==> src/rtl/complex_ram_2r1w_if.sv <==
// Request/response bundle for the 2-read/1-write complex-sample RAM.
// master drives requests, slave (the RAM) returns read data and busy.
interface complex_ram_2r1w_if #(
   parameter int A_LEN = 5,
   parameter int W     = 16
);
   logic             we;
   logic [A_LEN-1:0] waddr;
   logic             wbitrev;
   logic [2*W-1:0]   wdata;
   logic             re1;
   logic [A_LEN-1:0] raddr1;
   logic [2*W-1:0]   rdata1;
   logic             re2;
   logic [A_LEN-1:0] raddr2;
   logic [2*W-1:0]   rdata2;
   logic             busy;

   modport master (
      output we, waddr, wbitrev, wdata, re1, raddr1, re2, raddr2,
      input  rdata1, rdata2, busy
   );

   modport slave (
      input  we, waddr, wbitrev, wdata, re1, raddr1, re2, raddr2,
      output rdata1, rdata2, busy
   );
endinterface

==> src/rtl/complex_ram_2r1w.sv <==
// Complex-sample RAM, two registered read ports and one write port with optional
// bit-reversed write addressing; zeroes itself after every reset before serving requests.
module complex_ram_2r1w #(
   parameter int DEPTH = 32,
   parameter int A_LEN = 5,
   parameter int W     = 16
) (
   input logic                clk,
   input logic                rst,
   complex_ram_2r1w_if.slave  bus
);
   localparam logic [A_LEN:0]   DEPTH_L = (A_LEN+1)'(DEPTH);
   localparam logic [A_LEN-1:0] LAST_L  = A_LEN'(DEPTH - 1);

   typedef enum logic {ST_CLEAR, ST_READY} state_e;

   state_e           state_q;
   logic [A_LEN-1:0] cnt_q;
   logic             busy_q;
   logic [2*W-1:0]   rdata1_q, rdata1_d;
   logic [2*W-1:0]   rdata2_q, rdata2_d;
   logic [2*W-1:0]   mem_q [DEPTH];

   logic [A_LEN-1:0] pa;
   logic             wr_ok;
   logic             mem_we;
   logic [A_LEN-1:0] mem_addr;
   logic [2*W-1:0]   mem_wdata;

   always_comb begin
      pa = bus.waddr;
      if (bus.wbitrev) begin
         for (int i = 0; i < A_LEN; i++) begin
            pa[i] = bus.waddr[A_LEN-1-i];
         end
      end
   end

   assign wr_ok = (state_q == ST_READY) && bus.we && ({1'b0, pa} < DEPTH_L);

   // The clear sequence and normal writes share the single memory write port.
   always_comb begin
      mem_we    = !rst && ((state_q == ST_CLEAR) || wr_ok);
      mem_addr  = (state_q == ST_CLEAR) ? cnt_q : pa;
      mem_wdata = (state_q == ST_CLEAR) ? '0 : bus.wdata;
   end

   // NOTE: the storage array has no reset term so it maps onto RAM macros;
   // zeroing is done by the clear sequence instead.
   always_ff @(posedge clk) begin
      if (mem_we) begin
         mem_q[mem_addr] <= mem_wdata;
      end
   end

   // Write-first: a read matching this edge's accepted write returns the new word.
   always_comb begin
      rdata1_d = rdata1_q;
      if (bus.re1) begin
         if (wr_ok && (bus.raddr1 == pa))            rdata1_d = bus.wdata;
         else if ({1'b0, bus.raddr1} < DEPTH_L)      rdata1_d = mem_q[bus.raddr1];
         else                                        rdata1_d = '0;
      end
   end

   always_comb begin
      rdata2_d = rdata2_q;
      if (bus.re2) begin
         if (wr_ok && (bus.raddr2 == pa))            rdata2_d = bus.wdata;
         else if ({1'b0, bus.raddr2} < DEPTH_L)      rdata2_d = mem_q[bus.raddr2];
         else                                        rdata2_d = '0;
      end
   end

   // NOTE: all state registers use non-blocking assignments so every flop
   // samples pre-edge values regardless of statement order.
   always_ff @(posedge clk) begin
      if (rst) begin
         state_q  <= ST_CLEAR;
         cnt_q    <= '0;
         busy_q   <= 1'b1;
         rdata1_q <= '0;
         rdata2_q <= '0;
      end else begin
         case (state_q)
            ST_CLEAR: begin
               cnt_q <= cnt_q + 1'b1;
               if (cnt_q == LAST_L) begin
                  state_q <= ST_READY;
                  busy_q  <= 1'b0;
               end
            end
            ST_READY: begin
               rdata1_q <= rdata1_d;
               rdata2_q <= rdata2_d;
            end
            default: state_q <= ST_CLEAR;
         endcase
      end
   end

   assign bus.rdata1 = rdata1_q;
   assign bus.rdata2 = rdata2_q;
   assign bus.busy   = busy_q;
endmodule
==> src/flat_wrapper.sv <==
// flat-port wrapper written by rule: the top's interface ports become plain ports
module complex_ram_2r1w_flat 
#(
   parameter int DEPTH = 32,
   parameter int A_LEN = 5,
   parameter int W     = 16
)
  (clk, rst, bus_we, bus_waddr, bus_wbitrev, bus_wdata, bus_re1, bus_raddr1, bus_re2, bus_raddr2, bus_rdata1, bus_rdata2, bus_busy);
  complex_ram_2r1w_if #(.A_LEN(A_LEN), .W(W)) bus_i ();
  input logic clk;
  input logic rst;
  input wire logic [$bits(bus_i.we)-1:0] bus_we;
  input wire logic [$bits(bus_i.waddr)-1:0] bus_waddr;
  input wire logic [$bits(bus_i.wbitrev)-1:0] bus_wbitrev;
  input wire logic [$bits(bus_i.wdata)-1:0] bus_wdata;
  input wire logic [$bits(bus_i.re1)-1:0] bus_re1;
  input wire logic [$bits(bus_i.raddr1)-1:0] bus_raddr1;
  input wire logic [$bits(bus_i.re2)-1:0] bus_re2;
  input wire logic [$bits(bus_i.raddr2)-1:0] bus_raddr2;
  output wire logic [$bits(bus_i.rdata1)-1:0] bus_rdata1;
  output wire logic [$bits(bus_i.rdata2)-1:0] bus_rdata2;
  output wire logic [$bits(bus_i.busy)-1:0] bus_busy;
  assign bus_i.we = bus_we;
  assign bus_i.waddr = bus_waddr;
  assign bus_i.wbitrev = bus_wbitrev;
  assign bus_i.wdata = bus_wdata;
  assign bus_i.re1 = bus_re1;
  assign bus_i.raddr1 = bus_raddr1;
  assign bus_i.re2 = bus_re2;
  assign bus_i.raddr2 = bus_raddr2;
  assign bus_rdata1 = bus_i.rdata1;
  assign bus_rdata2 = bus_i.rdata2;
  assign bus_busy = bus_i.busy;
  complex_ram_2r1w #(.DEPTH(DEPTH), .A_LEN(A_LEN), .W(W)) u_core (.clk(clk), .rst(rst), .bus(bus_i));
endmodule
==> config.mk <==
export PLATFORM = sky130hd
export DESIGN_NAME = complex_ram_2r1w_flat
export DESIGN_NICKNAME = d
export VERILOG_FILES = /design/src/rtl/complex_ram_2r1w_if.sv /design/src/rtl/complex_ram_2r1w.sv /design/src/flat_wrapper.sv
export SDC_FILE = /design/constraint.sdc
export NUM_CORES = 1
export LEC_CHECK = 0
export BUFFER_PORTS_ARGS = -buffer_cell sky130_fd_sc_hd__buf_2
export CAP_MARGIN = 20
export CORE_MARGIN = 2
export CORE_UTILIZATION = 45
export CTS_BUF_LIST = sky130_fd_sc_hd__clkbuf_8
export CTS_CLUSTER_DIAMETER = 100
export DETAILED_ROUTE_END_ITERATION = 12
export PLACE_DENSITY = 0.57
export REMOVE_ABC_BUFFERS = 1
export SYNTH_ARGS = -nofsm -noshare
export SYNTH_HDL_FRONTEND = slang
export SYNTH_SLANG_ARGS = --single-unit
==> constraint.sdc <==
create_clock -name clk -period 5.9 [get_ports clk]
set_input_delay 0.885 -clock clk [delete_from_list [all_inputs] [get_ports clk]]
set_output_delay 0.885 -clock clk [all_outputs]
set_load 0.02 [all_outputs]
==> impl_results.md <==
- Post-CTS Hold Buffers: 0
- Post-Synth Simple-Gate Area: 2.831%
- WHS Endpoint: u_core.bus.rdata1[20]
- CTS tree: done
- Most common cell on crit path: buf_4
- Flops & latches, synth: 1095
- Adder-Cell Fraction of Synth Area: 0.05006%
- Avg Vias per Cell: 6.711
- R2r setup slk: 1.82 ns
- Clk buf depth: 3
- DR iter-0 viols: 3930
- Async set or reset register ratio after synthesis: 0%
- Hold path start: bus_wdata[20]
- Initial antenna violation count: 4
- Largest family of logic cells by synthesized area: multiplexers
- Worst setup SP type: flop
- I/O Buffers: 117
- Post-synthesis cell type count: 48
- RSZ-0062 raised after global routing: false
- Clock-pin slew on the worst setup and hold paths: 0.06 ns
- Postcts setup bufs: 0
- CP Max Fanout: 40
- Starting Density: 45.30%
- Final period util: 69.10%
- Worst r2r path cells: 7
- Die W: 337.3 um
- # setup viols final: 0
- Die footprint: 0.1138 sq mm
- Max-Cap Viols: 0
- Met2 usage: 42.26%
- Met1 GRT Util: 39.91%
- Post-route ant nets: 0
- Status: finished clean
- Number of synthesized flops with an enable pin: 1024
- Fin Setup TNS: 0 ns
- Max transition margin: 22.61%
- R2r startpoint: u_core.state_q
- Buf+Inv Stages, Crit Path: 2
- All-Layer GR Usage: 27.99%
- Largest net degree at the start of global routing: 85
- R2r endpoint: u_core.bus.rdata2[14]
- # H-tree levels: 4
- Syn avg cell area: 19.32 sq um
- Post-Place Setup Slack: 1.857 ns
- Largest cells by area after synthesis: edfxtp_1 62%, mux4_2 23%, dfxtp_1 2.8%
- Mapped Cells: 2587
- Drt wl/cell: 35.71 um
- Top cells by count, synth: 1024 x edfxtp_1, 512 x mux4_2, 128 x o22ai_1
- Worst Tran Pin Value: 1.161 ns
- Core box area: 0.1104 sq mm
- Clock sink count: 1095
- Layout cells sized above 1: 36.20%
- 1st-pass router iterations: 8
- Worst-path cell chain: buf_4 > nor2b_1 > a41oi_1 > nor4_4 > nor2b_4 > buf_4 > a221o_1
- CP peak stage delay: 0.92 ns
- Global route overflow: 0
- Pleak: 17.95 nW
- Gpl congestion: 0.8420
- Critical path class: reg -> reg
- Die Ht: 337.3 um
- Crit path max-delay family: simple AND/OR/NAND/NOR gates
- Clock buffer count from CTS: 180
- Vias: 29800
- Detailed placement HPWL: 96290 um
- Final Hold Viols: 0
- Clk_lat worst skew: 0.86 ns
- Max Clock Skew: 0.03315 ns
- Post-synth top area share: 61.51%
- Fill count: 8821
- Tmin final: 4.077 ns
- Cell Rows: 122
- WP data arrival: 4.85 ns
- Yosys warns: 0
- Top cell type by total area after synthesis: edfxtp_1
- Compound-Gate Fraction of Synth Area: 4.930%
- Vias in the first global route: 29840
- Ys flop type: edfxtp_1
- GR peak layer: met2
- Register area share after synthesis: 64.35%
- Post-synthesis mux area share: 25.26%
- Global Route met3 Usage: 7.497%
- Power per standard cell area: 283.4 mW/mm^2
- DRC Markers: 0
- Top-count cell post-synth: edfxtp_1
- Area growth syn-to-layout: 13.42%
- First-pass GRT wire length: 222200 um
- # resized after CTS: 0
- Hold path cells: 3
- FMAX: 0.2453 GHz
- Area taken by multi-input logic gates: 0.01700 sq mm
- Clock root cell: clkbuf_8
- Post-Synth XOR/XNOR Area: 0.3153%
- Post-Syn Area: 0.04999 sq mm
- Slowest-stage cell, CP: nor2b_4
- Routed wire length: 158600 um
- Final slew viol count: 0
- HP Class: in -> reg
- CP Depth: 7
- Final setup margin: 1.823 ns
- CP Capture Type: flop
- Io pins: 118
- Register area: 0.03217 sq mm
- Fin nets: 2849
- Crit path required time: 6.67 ns
- Peak VDD IR: 218.0 uV
[layout by cell type (no fill, tap or decap), drive strengths merged, types with 2 or more instances in the layout]
| cell | count |
|---|---|
| nand3b | 5 |
| clkbuf | 205 |
| o21ai | 50 |
| a41oi | 2 |
| o211ai | 40 |
| or3b | 2 |
| dfxtp | 71 |
| a211oi | 32 |
| mux4 | 512 |
| or3 | 2 |
| diode | 2 |
| nor3 | 33 |
| mux2 | 33 |
| nor4 | 3 |
| edfxtp | 1024 |
| xnor2 | 5 |
| and2 | 33 |
| a22oi | 32 |
| nand3 | 3 |
| bufinv | 7 |
| clkinv | 52 |
| o22ai | 128 |
| buf | 233 |
| inv | 76 |
| xor2 | 13 |
| clkinvlp | 7 |
| a21o | 4 |
| mux2i | 71 |
| a221o | 32 |
| nand2 | 61 |
| or4 | 24 |
| a21oi | 49 |
| ha | 2 |
| nor2b | 35 |
| nor2 | 58 |
| nor4bb | 2 |
[sequential cells by signal (all words and copies together) (netlist names)]
register and count:
u_core.mem_q 1024, u_core.bus.rdata1 32, u_core.bus.rdata2 32, u_core.cnt_q 5, u_core.bus.busy 1, u_core.state_q 1
[area by class of cell]
class / count / share of cell area (%)
antenna: 2 / 0.008826
clock inverter: 141 / 1.377
timing repair buffer: 241 / 3.831
tap: 1488 / 3.283
multi-input combinational: 1275 / 29.97
sequential: 1095 / 56.74
inverter: 1 / 0.006620
clock buffer: 197 / 4.782
[power breakdown]
part	total, W	internal, W	switching [W]
combinational	0.00114	0.000483	0.000657
clock	0.00648	0.00338	0.00311
sequential	0.00845	0.00842	0.0000255
[routing by layer]
layer	vias up	part of all wire, %
met4	0	2.8
met2	2048	46
met1	15800	40
li1	11640	-
met5	-	0
met3	311	12
[worst register-to-register path, stage by stage (launching register included)]
cell and delay [ns]:
dfxtp_2 0.84, buf_4 0.67, nor2b_1 0.32, a41oi_1 0.26
nor4_4 0.29, nor2b_4 0.92, buf_4 0.47, a221o_1 0.21
[how the worst max path moves through the flow]
stage,startpoint,to
floorplan,u_core.state_q,u_core.bus.rdata2[0]
global placement,bus_wbitrev,u_core.mem_q[13][21]
detailed placement,bus_wbitrev,u_core.mem_q[13][21]
CTS,u_core.state_q,u_core.bus.rdata2[14]
global route,u_core.state_q,u_core.mem_q[10][10]
finish,u_core.state_q,u_core.bus.rdata2[14]
[logic make-up after synthesis]
family / count (synthesis)
DFF: 1095
muxes: 616
AOI/OAI and AO/OA: 371
and+or+nand+nor: 268
buffers and inverters: 217
xor gates and xnor gates: 18
adders and majority gates: 2
[per-stage QoR]
step	cell area [sq um]	utilization (%)	instances	hold slack [ns]	total power [W]
after floorplan	48870	-	2371	0.5322	0.009162
after global placement	52560	47.62	4073	0.4391	0.009731
after detailed placement	52580	47.65	4074	0.4487	0.009740
after CTS	56080	50.81	4412	0.2033	0.01618
after global routing	56700	51.38	4439	0.2486	0.01657
final	56700	51.38	4440	0.2849	0.01607
No activity file was read; power rests on OpenSTA's default activity.
